===== src/rtl/reaction_pkg.sv =====
// Shared definitions for the reaction-time tester sequencer.
// Holds the state encodings, the CounterFlag codes driven to the
// millisecond counter, the timeout ceiling and the LFSR feedback helper.
package reaction_pkg;

    typedef enum logic [2:0] {
        ST_IDLE    = 3'b000,
        ST_WAIT    = 3'b001,
        ST_RUN     = 3'b010,
        ST_HOLD    = 3'b011,
        ST_DONE    = 3'b100,
        ST_FOUL    = 3'b101,
        ST_TIMEOUT = 3'b110,
        ST_UNUSED  = 3'b111
    } state_t;

    localparam logic [1:0] CF_CLEAR = 2'b00;
    localparam logic [1:0] CF_HOLD  = 2'b01;
    localparam logic [1:0] CF_RUN   = 2'b10;

    localparam logic [9:0] MAX_MS = 10'd999;

    // Fibonacci taps 16,14,13,11 expressed as bit positions 15,13,12,10.
    localparam logic [15:0] LFSR_TAPS = 16'hB400;

    // One shift of the 16-bit Fibonacci LFSR.
    function automatic logic [15:0] lfsr_next(input logic [15:0] s);
        return {s[14:0], ^(s & LFSR_TAPS)};
    endfunction

    // CounterFlag requested by each state.
    function automatic logic [1:0] cf_for_state(input state_t s);
        logic [1:0] cf;
        case (s)
            ST_RUN:     cf = CF_RUN;
            ST_HOLD:    cf = CF_HOLD;
            ST_DONE:    cf = CF_HOLD;
            ST_TIMEOUT: cf = CF_HOLD;
            default:    cf = CF_CLEAR;
        endcase
        return cf;
    endfunction

endpackage


===== src/rtl/ms_tick_gen.sv =====
// Millisecond tick generator: a prescaler counting 0..CLK_PER_MS-1.
// tick_o is high for exactly one clock while the prescaler sits on its
// last count, i.e. once per CLK_PER_MS clocks.
// Ports:
//   clk     system clock
//   rst_n   asynchronous active-low reset
//   clr_i   synchronous clear; prescaler restarts from 0 next cycle
//   tick_o  registered one-cycle tick
module ms_tick_gen #(
    parameter int unsigned CLK_PER_MS = 50000
) (
    input  logic clk,
    input  logic rst_n,
    input  logic clr_i,
    output logic tick_o
);

    localparam int unsigned     CNT_W = (CLK_PER_MS > 1) ? $clog2(CLK_PER_MS) : 1;
    localparam logic [CNT_W-1:0] LAST = CNT_W'(CLK_PER_MS - 1);

    logic [CNT_W-1:0] cnt_q;
    logic [CNT_W-1:0] cnt_d;
    logic             tick_q;
    logic             tick_d;

    // Next prescaler value: clear wins, otherwise wrap at LAST.
    always_comb begin
        cnt_d = cnt_q;
        if (clr_i) begin
            cnt_d = '0;
        end else if (cnt_q == LAST) begin
            cnt_d = '0;
        end else begin
            cnt_d = cnt_q + CNT_W'(1);
        end
    end

    // Tick is precomputed from the next count so it is high while cnt_q==LAST.
    assign tick_d = (cnt_d == LAST) && !clr_i;

    // Prescaler and tick registers.
    always_ff @(posedge clk or negedge rst_n) begin
        if (!rst_n) begin
            cnt_q  <= '0;
            tick_q <= 1'b0;
        end else begin
            cnt_q  <= cnt_d;
            tick_q <= tick_d;
        end
    end

    assign tick_o = tick_q;

endmodule


===== src/rtl/reaction_timer_ctrl.sv =====
// Game sequencer for the reaction-time tester.
// Generates a pseudo-random arming delay, drives the counter's CounterFlag,
// lights the GO lamp, detects fouls and timeouts, and latches the last
// result and the session best for the display logic.
// Ports:
//   clk_50M       system clock
//   rst_n         asynchronous active-low reset
//   start_p       one-cycle start button pulse
//   react_p       one-cycle reaction button pulse
//   count_value   millisecond counter value
//   counter_flag  CounterFlag to the counter (00 clear, 01 hold, 10 run)
//   go_led        reaction lamp
//   foul          early press indicator
//   timeout       ceiling reached indicator
//   result        last measured time in ms
//   result_valid  one-cycle pulse when result updates
//   best_time     lowest valid result since reset
//   best_valid    best_time is meaningful
//   state_o       current state code
module reaction_timer_ctrl
    import reaction_pkg::*;
#(
    parameter int unsigned CLK_PER_MS   = 50000,
    parameter int unsigned MIN_DELAY_MS = 1000,
    parameter int unsigned RAND_BITS    = 10,
    parameter logic [9:0]  MAX_MS       = reaction_pkg::MAX_MS,
    parameter logic [15:0] LFSR_SEED    = 16'hACE1
) (
    input  logic       clk_50M,
    input  logic       rst_n,
    input  logic       start_p,
    input  logic       react_p,
    input  logic [9:0] count_value,
    output logic [1:0] counter_flag,
    output logic       go_led,
    output logic       foul,
    output logic       timeout,
    output logic [9:0] result,
    output logic       result_valid,
    output logic [9:0] best_time,
    output logic       best_valid,
    output logic [2:0] state_o
);

    localparam int unsigned DELAY_W = 11;

    state_t             state_q;
    state_t             state_d;
    logic [15:0]        lfsr_q;
    logic [DELAY_W-1:0] delay_q;
    logic [DELAY_W-1:0] delay_d;
    logic [DELAY_W-1:0] new_delay_s;
    logic               hold_cnt_q;
    logic               hold_cnt_d;
    logic [9:0]         result_q;
    logic [9:0]         result_d;
    logic               valid_q;
    logic               valid_d;
    logic [9:0]         best_q;
    logic               best_valid_q;
    logic [1:0]         flag_q;
    logic               go_q;
    logic               foul_q;
    logic               timeout_q;
    logic               tick_s;
    logic               clr_s;

    // Restart the prescaler on every entry to WAIT so the delay is measured
    // from a clean millisecond boundary.
    assign clr_s = (state_d == ST_WAIT) && (state_q != ST_WAIT);

    ms_tick_gen #(
        .CLK_PER_MS(CLK_PER_MS)
    ) u_tick (
        .clk   (clk_50M),
        .rst_n (rst_n),
        .clr_i (clr_s),
        .tick_o(tick_s)
    );

    // Free-running LFSR; sampled only when a new delay is armed.
    always_ff @(posedge clk_50M or negedge rst_n) begin
        if (!rst_n) begin
            lfsr_q <= LFSR_SEED;
        end else begin
            lfsr_q <= lfsr_next(lfsr_q);
        end
    end

    assign new_delay_s = DELAY_W'(MIN_DELAY_MS) + DELAY_W'(lfsr_q[RAND_BITS-1:0]);

    // Next-state, delay countdown and result capture.
    always_comb begin
        state_d    = state_q;
        delay_d    = delay_q;
        hold_cnt_d = 1'b0;
        result_d   = result_q;
        valid_d    = 1'b0;
        case (state_q)
            ST_IDLE, ST_DONE, ST_FOUL, ST_TIMEOUT: begin
                if (start_p) begin
                    state_d = ST_WAIT;
                    delay_d = new_delay_s;
                end else begin
                    state_d = state_q;
                end
            end
            ST_WAIT: begin
                // An early press beats a delay expiring on the same cycle.
                if (react_p) begin
                    state_d = ST_FOUL;
                end else if (tick_s) begin
                    if (delay_q == 11'd1) begin
                        state_d = ST_RUN;
                        delay_d = 11'd0;
                    end else begin
                        delay_d = delay_q - 11'd1;
                    end
                end else begin
                    state_d = ST_WAIT;
                end
            end
            ST_RUN: begin
                // A press on the ceiling cycle still counts as a valid reaction.
                if (react_p) begin
                    state_d = ST_HOLD;
                end else if (count_value == MAX_MS) begin
                    state_d  = ST_TIMEOUT;
                    result_d = MAX_MS;
                    valid_d  = 1'b1;
                end else begin
                    state_d = ST_RUN;
                end
            end
            ST_HOLD: begin
                // Two cycles let the counter settle under the hold flag.
                if (hold_cnt_q) begin
                    state_d  = ST_DONE;
                    result_d = count_value;
                    valid_d  = 1'b1;
                end else begin
                    hold_cnt_d = 1'b1;
                end
            end
            default: begin
                state_d = ST_IDLE;
            end
        endcase
    end

    // Sequencer state, delay, hold counter and result registers.
    always_ff @(posedge clk_50M or negedge rst_n) begin
        if (!rst_n) begin
            state_q    <= ST_IDLE;
            delay_q    <= '0;
            hold_cnt_q <= 1'b0;
            result_q   <= 10'd0;
            valid_q    <= 1'b0;
        end else begin
            state_q    <= state_d;
            delay_q    <= delay_d;
            hold_cnt_q <= hold_cnt_d;
            result_q   <= result_d;
            valid_q    <= valid_d;
        end
    end

    // Session best: updated on the DONE entry cycle (valid_q marks entry);
    // timeouts never land in DONE so they never update it.
    always_ff @(posedge clk_50M or negedge rst_n) begin
        if (!rst_n) begin
            best_q       <= 10'd0;
            best_valid_q <= 1'b0;
        end else if ((state_q == ST_DONE) && valid_q) begin
            if (!best_valid_q || (result_q < best_q)) begin
                best_q <= result_q;
            end
            best_valid_q <= 1'b1;
        end
    end

    // State-decoded outputs, registered one cycle behind the state.
    always_ff @(posedge clk_50M or negedge rst_n) begin
        if (!rst_n) begin
            flag_q    <= CF_CLEAR;
            go_q      <= 1'b0;
            foul_q    <= 1'b0;
            timeout_q <= 1'b0;
        end else begin
            flag_q    <= cf_for_state(state_q);
            go_q      <= (state_q == ST_RUN);
            foul_q    <= (state_q == ST_FOUL);
            timeout_q <= (state_q == ST_TIMEOUT);
        end
    end

    assign counter_flag = flag_q;
    assign go_led       = go_q;
    assign foul         = foul_q;
    assign timeout      = timeout_q;
    assign result       = result_q;
    assign result_valid = valid_q;
    assign best_time    = best_q;
    assign best_valid   = best_valid_q;
    assign state_o      = state_q;

endmodule


===== config.mk =====
export PLATFORM = sky130hd
export DESIGN_NAME = reaction_timer_ctrl
export DESIGN_NICKNAME = d
export VERILOG_FILES = /design/src/rtl/reaction_pkg.sv /design/src/rtl/ms_tick_gen.sv /design/src/rtl/reaction_timer_ctrl.sv
export SDC_FILE = /design/constraint.sdc
export NUM_CORES = 1
export LEC_CHECK = 0
export CAP_MARGIN = 20
export CORE_MARGIN = 2
export CORE_UTILIZATION = 60
export DETAILED_ROUTE_END_ITERATION = 16
export PLACE_DENSITY_LB_ADDON = 0.25
export SYNTH_ARGS = -nofsm -noshare
export SYNTH_HDL_FRONTEND = slang
export SYNTH_SLANG_ARGS = --single-unit

===== constraint.sdc =====
create_clock -name clk_50M -period 5.3 [get_ports clk_50M]
set_input_delay 0.795 -clock clk_50M [delete_from_list [all_inputs] [get_ports clk_50M]]
set_output_delay 0.795 -clock clk_50M [all_outputs]
set_load 0.01 [all_outputs]

Word level (Yosys, flattened, before mapping)
Cells that the tools add are included.
{ "classes": {"addsub": 3, "magnitude_cmp": 1, "eq_ne": 18, "mux": 26, "n_reduce_logical": 15} }
{ "ops": {"columns": ["cell", "n"], "rows": [
  ["2-to-1 mux 11 bit", 4],
  ["equality test 16 bit, second input constant", 2],
  ["2-to-1 mux 16 bit", 2],
  ["2-to-1 mux 10 bit", 3],
  ["one-hot mux 11 bit (2 select lines)", 1],
  ["2-to-1 mux 3 bit", 7],
  ["one-hot mux 10 bit (2 select lines)", 1],
  ["adder 16 x 1 -> 16 bit, second input constant", 1],
  ["parity 16 bit", 1],
  ["one-hot mux 3 bit (4 select lines)", 1],
  ["adder 10 x 10 -> 11 bit, first input constant", 1],
  ["equality test 11 x 1 -> 1 bit, second input constant", 1],
  ["subtractor 11 x 1 -> 11 bit, second input constant", 1],
  ["equality test 10 bit, second input constant", 1],
  ["< comparator 10 bit", 1],
  ["!= test 2 bit, second input constant", 5],
  ["equality test 3 bit, second input constant", 3],
  ["AND reduction 4 bit", 2],
  ["equality test 3 x 1 -> 1 bit, second input constant", 2],
  ["equality test 3 x 2 -> 1 bit, second input constant", 2],
  ["2-to-1 mux 1 bit", 5],
  ["one-hot mux 2 bit (2 select lines)", 1],
  ["nonzero test 2 bit", 2],
  ["OR reduction 4 bit", 1],
  ["9 further kinds", 12]
]} }
{ "totals": {"ff_bits": 75, "input_bits": 14, "wordCells": 77} }

Longest topological paths before layout
Gate-level depths: netlist of run 1.
{ "depth": {"ltp_word": 10, "mapped_depth": 8, "mapped_depth_nobuf": 7} }

Hierarchy
From an unflattened synthesis of run 1, not the netlist that was laid out.
{ "unflattened": {"cells_unflattened": 373, "area_unflattened_um2": 3794.9} }
{ "by_module_without_submodules": {"columns": ["module", "n_inst", "cells_per_inst", "area_per_inst_um2"], "rows": [
  ["reaction_timer_ctrl", 1, 272, 2844.0],
  ["ms_tick_gen", 1, 101, 950.9]
]} }

Worst setup path after synthesis of run 1
No wires, ideal clock.
{ "synth_timing": {"path_kind": "in2reg", "from": "input react_p", "to": "register result_q[0], in the netlist result[0]", "setup_ns": 0.077, "t_arrival_ns": 2.009, "t_required_ns": 5.223, "path_slack_ns": 3.213, "stages": 6, "path_buffers": 1, "path_cell_list": "nand4b_1 -> or4_1 -> o21ai_1 -> clkbuf_1 -> nor2_1 -> a21oi_1"} }
{ "synth_between": {"elab_chain_cells": 2} }
{ "synth_rtl": {"columns": ["element", "line", "source"], "rows": [
  ["start: declaration", "reaction_timer_ctrl.sv:32", "input logic react_p,"],
  ["!= test 2 bit (no line)", null, null],
  ["AND reduction 4 bit (no line)", null, null],
  ["end signal: assignment", "reaction_timer_ctrl.sv:163", "result_q <= result_d;"],
  ["end: declaration", "reaction_timer_ctrl.sv:55", "logic [9:0] result_q;"]
]} }
Every way passes these cells.
A chain may end at the register's enable or synchronous reset.

Worst setup path in the final report of run 1
{ "layout_timing": {"from": "register state_q[0], in the netlist state_o[0]", "to": "register u_tick.tick_q, in the netlist u_tick.tick_o"} }
{ "layout_between": {"elab_chain_cells": 9, "word_cells_on_any_way": 21, "cone_classes": "9 x eq/ne; 7 x mux; 5 x reduce/logical"} }
{ "layout_rtl": {"columns": ["element", "line", "source"], "rows": [
  ["start: declaration", "reaction_timer_ctrl.sv:47", "state_t state_q;"],
  ["start signal: assignment", "reaction_timer_ctrl.sv:160", "state_q <= state_d;"],
  ["2-to-1 mux 3 bit", "reaction_timer_ctrl.sv:113", "if (delay_q == 11'd1) begin"],
  ["2-to-1 mux 3 bit", "reaction_timer_ctrl.sv:112", "end else if (tick_s) begin"],
  ["2-to-1 mux 3 bit", "reaction_timer_ctrl.sv:110", "if (react_p) begin"],
  ["one-hot mux 3 bit (4 select lines)", "reaction_timer_ctrl.sv:99", "case (state_q)"],
  ["equality test 3 x 1 -> 1 bit", "reaction_timer_ctrl.sv:70", "assign clr_s = (state_d == ST_WAIT) && (state_q != ST_WAIT);"],
  ["logical AND 1 bit (*)", "reaction_timer_ctrl.sv:70", null],
  ["2-to-1 mux 16 bit", "ms_tick_gen.sv:29", "if (clr_i) begin"],
  ["equality test 16 bit", "ms_tick_gen.sv:39", "assign tick_d = (cnt_d == LAST) && !clr_i;"],
  ["logical AND 1 bit (*)", "ms_tick_gen.sv:39", null],
  ["net u_tick.tick_d", "ms_tick_gen.sv:24", "logic tick_d;"],
  ["end signal: assignment", "ms_tick_gen.sv:48", "tick_q <= tick_d;"],
  ["end: declaration", "ms_tick_gen.sv:23", "logic tick_q;"]
]} }
Mark *: on every way through the listed nets, which the timed path passes. The rest lies on a longest branch.

==> results of run 1 <==
## power by group through the flow
stage               clock network, mW  registers (mW)  logic [mW]
CTS                             0.377           0.694       0.254
floorplan                           0           0.688       0.179
detailed placement                  0           0.704       0.252
global route                    0.397           0.706       0.289
finish                          0.367           0.696       0.254
global placement                    0           0.701       0.238
## registers in the layout, summed over array words and instances, names as in the netlist
| register | cells |
|---|---|
| best_time | 10 |
| best_valid | 1 |
| counter_flag | 2 |
| delay_q | 11 |
| foul | 1 |
| go_led | 1 |
| hold_cnt_q | 1 |
| lfsr_q | 16 |
| result | 10 |
| result_valid | 1 |
| state_o | 3 |
| timeout | 1 |
| u_tick.cnt_q | 16 |
| u_tick.tick_o | 1 |
## cell families after synthesis
logic type / Yosys count / synth area share [%]
adders and majority gates: 13 / 4.35
DFF: 75 / 50.5
AOI/OAI and AO/OA: 79 / 14.3
muxes: 11 / 3.22
xor gates and xnor gates: 22 / 5.16
and+or+nand+nor: 130 / 18.7
buffers and inverters: 34 / 3.78
## final cells by class
class	instances	area, um2
clock buffers	10	128
multi-input cells	255	1710
fillers	434	1580
well taps	75	93.8
flip-flops and latches	75	1890
inverters	20	75.1
clock inverters	6	33.8
repair buffers	46	448
## worst reg2reg max path, cell delays in order, from the launching register on
cell	delay, ns
dfrtp_1	0.56
nor2b_2	0.41
o21ai_1	0.20
o2bb2ai_1	0.24
buf_4	0.21
or4_4	0.55
a2111oi_4	0.27
## cell usage after synthesis (2+ instances only)
cell type  number  area [um2]
nor2_1         49         184
xnor2_1        14         123
nand4_1         9        56.3
nor3_2          2        20.0
o22ai_1         2        12.5
nor3b_1         4        30.0
o21ai_1        18        90.1
o21ai_0         5        25.0
xor2_1          8        70.1
nor4b_1         2        17.5
a21o_1          2        15.0
buf_2           2        10.0
a211oi_1        2        15.0
inv_2           2        7.51
inv_1          18        67.6
nor4_1          3        18.8
and3_1          4        25.0
dfrtp_1        67        1680
nand2_1        12        45.0
buf_4           3        22.5
mux2_1          8        90.1
or3_1           4        25.0
or4_1           3        22.5
nor3_1         10        50.1
clkbuf_1        9        33.8
a21oi_1        27         135
dfstp_2         8         210
a22o_1          5        43.8
or2_1           2        12.5
o221ai_1        3        26.3
o2bb2ai_1       3        26.3
mux2i_1         3        30.0
nand3_1        12        60.1
and2_1          2        12.5
ha_1           13         163
## per-layer routing
| metal | up-vias | wire length [um] |
|---|---|---|
| met3 | 10 | 344 |
| li1 | 1379 | - |
| met4 | 0 | 112 |
| met1 | 1423 | 3470 |
| met5 | - | 0 |
| met2 | 79 | 4000 |
## worst paths after layout
path	start	to	slack [ns]
worst min register to register	lfsr_q[14]$_DFF_PN0_	lfsr_q[15]$_DFF_PN1_	0.37
worst max register to register	state_o[0]$_DFF_PN0_	u_tick.tick_o$_DFF_PN0_	2.75
worst min-delay path	lfsr_q[14]$_DFF_PN0_	lfsr_q[15]$_DFF_PN1_	0.37
worst max-delay path	state_o[0]$_DFF_PN0_	u_tick.tick_o$_DFF_PN0_	2.75
min in group asynchronous	rst_n	best_time[2]$_DFFE_PN0P_	0.42
max in group asynchronous	rst_n	u_tick.cnt_q[12]$_DFF_PN0_	3.82
## layout by cell type (no fill, tap or decap), types with 3 or more instances in the layout
master and instances:
a21oi_1 27, a22o_1 5, and3_1 4, buf_4 3, clkbuf_8 9, clkdlybuf4s50_1 42, clkinv_2 5, dfrtp_1 67
dfstp_2 8, ha_1 13, inv_1 18, mux2_1 8, mux2i_1 3, nand2_1 12, nand3_1 12, nand4_1 9
nor2_1 49, nor3_1 10, nor3b_1 4, nor4_1 3, o21ai_0 5, o21ai_1 18, o221ai_1 3, o2bb2ai_1 3
or3_1 4, or4_1 3, xnor2_1 14, xor2_1 8
==> metrics.txt, run 1 <==
Post-Place Cell Area 4200 um2; Seq/Total Area, Yosys 50.5%; largest net degree at the start of global routing 53; setup TNS 0 ns; Hold Crit Depth 0; critical path class reg -> reg; Routed Antenna Nets 0; worst hold path type reg -> reg; max-cap viol count 0; number of global-route vias before repair 2829; # diodes 0; Syn-to-layout area delta 17.0%; post-place setup slack roughly 2.5 ns; clk slew on worst S/H paths approximately 0.080 ns; fin area 4370 um2; met3 usage 4.08%; Mapped Avg Cell Area 10.3 um2; I/O Buffers 43; Post-Syn Instances 364; power share of the clock group between 20% and 30%; Slew Viols, Final 0; DIE AREA 6870 um2; delay of the slowest cell on the worst path 0.56 ns; router iterations before antenna repair 5; actual slew at the worst max-slew pin 0.975 ns; Synth Cell Area 3740 um2; M2 GR Usage approximately two fifths; CP top delay family simple AND/OR/NAND/NOR gates; Switching Share between 30% and 40%; pwr/cell area ~300 nW/um2; relative slew slack a little over a third; layout cells sized above 1 10.4%; Distinct cells, synth 59; DIE HEIGHT 82.9 um; TritonCTS buffer count 9; Iter 0 DRT Violations approximately 260; post-DR vias/cell 5.94; clock latency at the later pin of the worst-skew pair between 0.3 and 0.4 ns; Initial Utilization 62.7%; GR Util All Layers 24.8%; Buf/Inv on CP 1; fmax around 400 MHz; Final Hold Fails 0; clock skew 0.0136 ns; met1 Use GR approximately a third; most used routing layer met2; Synthesized Nets approximately 400; placed insts 470; #FFs+latches synth 75; slowest CP cell dfrtp_1; Final Setup Violations 0; RSZ-0062 raised after global routing false; Seq pwr share approximately 53%; worst vdd ir ~0.25 mV; Post-synth EDFFs 0; Internal Power 0.904 mW; min Tclk post-route 2.55 ns; Avg WL per Cell approximately 16 um; critical path launch point type flop; Tcrit/Tclk final 48.0%; Post-Layout Cell Count 487; Post-DP HPWL about 5.6 mm; Post-Route WL 7.93 mm; residual DRC count 0; setup bufs post-CTS 0; leakage approximately 1.9 nW; clock sink total 75; Final WS setup 2.75 ns; Placement Rows 28; worst path required time 5.54 ns; Longest Clk Path Bufs 2; Post-CTS Hold Fix Bufs 0; critical path data arrival time 2.78 ns; hold slack 0.367 ns; Overall Power 1.32 mW; Levels on crit path 6; first-pass GRT wire length 13.8 mm; Async SR Flop Fraction 100%; die width 82.9 um; Cell Chain, Critical Path nor2b_2 > o21ai_1 > o2bb2ai_1 > buf_4 > or4_4 > a2111oi_4; global route total overflow 0; H-tree depth 3; CTS tree built; critical path endpoint category flop; CP Max Fanout 12; combinational share of power a little under 20%; Synth warnings 0; final-stage net count 434; Util after Layout 73.4%; Root Driver clkbuf_8; final RePlAce weighted congestion 0.871; NetSw 0.412 mW; post-CTS sizing 0; FF-to-FF path depth 6; core area 5960 um2; status complete, no violations; dominant synthesized flop cell dfrtp_1; I/O pin count between 40 and 50; initial antenna violation count 0; Vias 2891
Note: power is estimated with default switching activity, not from simulation.
==> run 2: changes to the inputs <==
- CORE_UTILIZATION: 60 -> 56
- clock period: 5.3 -> 2.36 ns (I/O delays scaled with it)
==> run 2 against run 1 <==
Net effect:
- register-to-register slack got worse by 2.6 ns
- global-route usage decreased by 1.4 points
- worst setup slack got worse by 2.6 ns
- cell area increased by 3.1%
- first-iteration DRC count decreased by 41%
- routed wire length decreased by 0.81%
- count of clock-buffer cells in the layout increased by 2
- die area increased by 6.8%
- combinational power increased by 140%
- via count decreased by 0.28%
==> metrics.txt, run 2 (synthesis results as in run 1) <==
I/O Buffers 43 (unchanged); leakage 1.94 nW (was 1.87 nW); Post-DP HPWL 5.75 mm (was 5.64 mm); Syn-to-layout area delta 20.7% (was 17.0%); CP Max Fanout 5 (was 12); FF-to-FF Start delay_q[1]$_DFFE_PN0P_ (was state_o[0]$_DFF_PN0_); router iterations before antenna repair 4 (was 5); Final Setup Violations 0 (unchanged); critical path endpoint category flop (unchanged); clock skew 0.00921 ns (was 0.0136 ns); Worst Setup SP delay_q[1]$_DFFE_PN0P_ (was state_o[0]$_DFF_PN0_); r2r endpoint delay_q[9]$_DFFE_PN0P_ (was u_tick.tick_o$_DFF_PN0_); FF-to-FF path depth 7 (was 6); actual slew at the worst max-slew pin 0.961 ns (was 0.975 ns); TritonCTS buffer count 9 (unchanged); HP Start lfsr_q[14]$_DFF_PN0_ (unchanged); Overall Power 3.17 mW (was 1.32 mW); hold slack 0.365 ns (was 0.367 ns); initial antenna violation count 0 (unchanged); Post-Place Cell Area 4290 um2 (was 4200 um2); max-cap viol count 0 (unchanged); min Tclk post-route 2.16 ns (was 2.55 ns); Vias 2883 (was 2891); Tcrit/Tclk final 91.5% (was 48.0%); fmax 463 MHz (was 393 MHz); Final Hold Fails 0 (unchanged); RSZ-0062 raised after global routing false (unchanged); number of global-route vias before repair 2783 (was 2829); core area 6390 um2 (was 5960 um2); first-pass GRT wire length 13.4 mm (was 13.8 mm); die width 85.7 um (was 82.9 um); Hold Crit Depth 0 (unchanged); final RePlAce weighted congestion 0.915 (was 0.871); Longest Clk Path Bufs 2 (unchanged); most frequent cells in the layout dfrtp_1, nor2_1, clkdlybuf4s50_1 (unchanged); H-tree depth 3 (unchanged); largest net degree at the start of global routing 55 (was 53); Initial Utilization 58.5% (was 62.7%); Placement Rows 29 (was 28); GR Util All Layers 23.4% (was 24.8%); I/O pin count 44 (unchanged); Avg WL per Cell 15.8 um (was 16.3 um); Iter 0 DRT Violations 151 (was 256); biggest regs lfsr_q x16, u_tick.cnt_q x16, delay_q x11 (unchanged); residual DRC count 0 (unchanged); commonest non-fill, non-tap cell in the layout dfrtp_1 (unchanged); DIE HEIGHT 85.7 um (was 82.9 um); DIE AREA 7340 um2 (was 6870 um2); worst vdd ir 0.522 mV (was 0.254 mV); worst path required time 2.55 ns (was 5.54 ns); Hold EP lfsr_q[15]$_DFF_PN1_ (unchanged); pwr/cell area 703 nW/um2 (was 301 nW/um2); clk slew on worst S/H paths 0.08 ns (about the same); global route total overflow 0 (unchanged); # diodes 0 (unchanged); Root Driver clkbuf_8 (unchanged); status complete, no violations (unchanged); critical path data arrival time 2.35 ns (was 2.78 ns); CTS tree built (unchanged); Routed Antenna Nets 0 (unchanged); critical path launch point type flop (unchanged); clock sink total 75 (unchanged); layout cells sized above 1 12.3% (was 10.4%); clock latency at the later pin of the worst-skew pair 0.34 ns (about the same); reg2reg setup slack 0.20 ns (was 2.75 ns); worst hold path type reg -> reg (unchanged); critical path class reg -> reg (unchanged); setup TNS 0 ns (unchanged); fin area 4510 um2 (was 4370 um2); Post-Route WL 7.86 mm (was 7.93 mm); post-DR vias/cell 5.78 (was 5.94); final-stage net count 444 (was 434); Slew Viols, Final 0 (unchanged); relative slew slack 35.8% (was 34.9%)
==> run 2: worst max-delay path, stage by stage, from the launching register on <==
cell     delay, ns
dfrtp_1       0.40
inv_1         0.11
ha_1          0.15
or3b_2        0.49
or3_4         0.38
and2_1        0.19
a32oi_1       0.20
o21ai_1       0.08
==> run 2: how the worst max path moves through the flow <==
stage | end | slack (ns) | cells after the start
after CTS | delay_q[9]$_DFFE_PN0P_ | 0.21 | 7
after global routing | delay_q[9]$_DFFE_PN0P_ | 0.0002 | 6
after detailed placement | delay_q[9]$_DFFE_PN0P_ | 0.07 | 5
final | delay_q[9]$_DFFE_PN0P_ | 0.20 | 7
after global placement | delay_q[9]$_DFFE_PN0P_ | 0.18 | 5
after floorplan | u_tick.tick_o$_DFF_PN0_ | 0.29 | 7
==> run 2: power by group <==
part | total (mW) | switching, mW | leakage [nW] | internal [mW]
registers | 1.56 | 0.148 | 0.954 | 1.41
clock network | 1.01 | 0.468 | 0.0986 | 0.545
logic | 0.601 | 0.334 | 0.884 | 0.268
total | 3.17 | 0.949 | 1.94 | 2.22
==> run 2: layer usage <==
metal | vias up | part of all wire [%] | global-route usage (%)
met1 | 1380 | 46 | 32.7
met4 | 0 | 1.9 | 9.24
met3 | 15 | 4.2 | 4.62
met5 | - | 0 | 0
met2 | 81 | 48 | 36.3
li1 | 1407 | - | -
==> run 2: stage by stage <==
step,util [%],setup WS (ns),cells
finish,70.6,0.199,499
global route,70.6,0.000220,499
detailed placement,67.2,0.0738,482
floorplan,-,0.287,364
global placement,67.2,0.184,482
CTS,70.6,0.209,499
==> run 2: repair_timing <==
action	CTS	global route
resized for setup	0	0
hold buffers	1	0
setup buffers	0	0
endpoints found under the setup margin	0	0
hold endpoints to repair	20	0
==> run 2: layout make-up <==
class / instances / area (um2)
sequential: 75 / 1890
fill: 470 / 1880
multi-input combinational: 255 / 1710
timing repair buffer: 56 / 538
clock buffer: 12 / 155
tap: 77 / 96.3
inverter: 20 / 75.1
clock inverter: 4 / 50.0
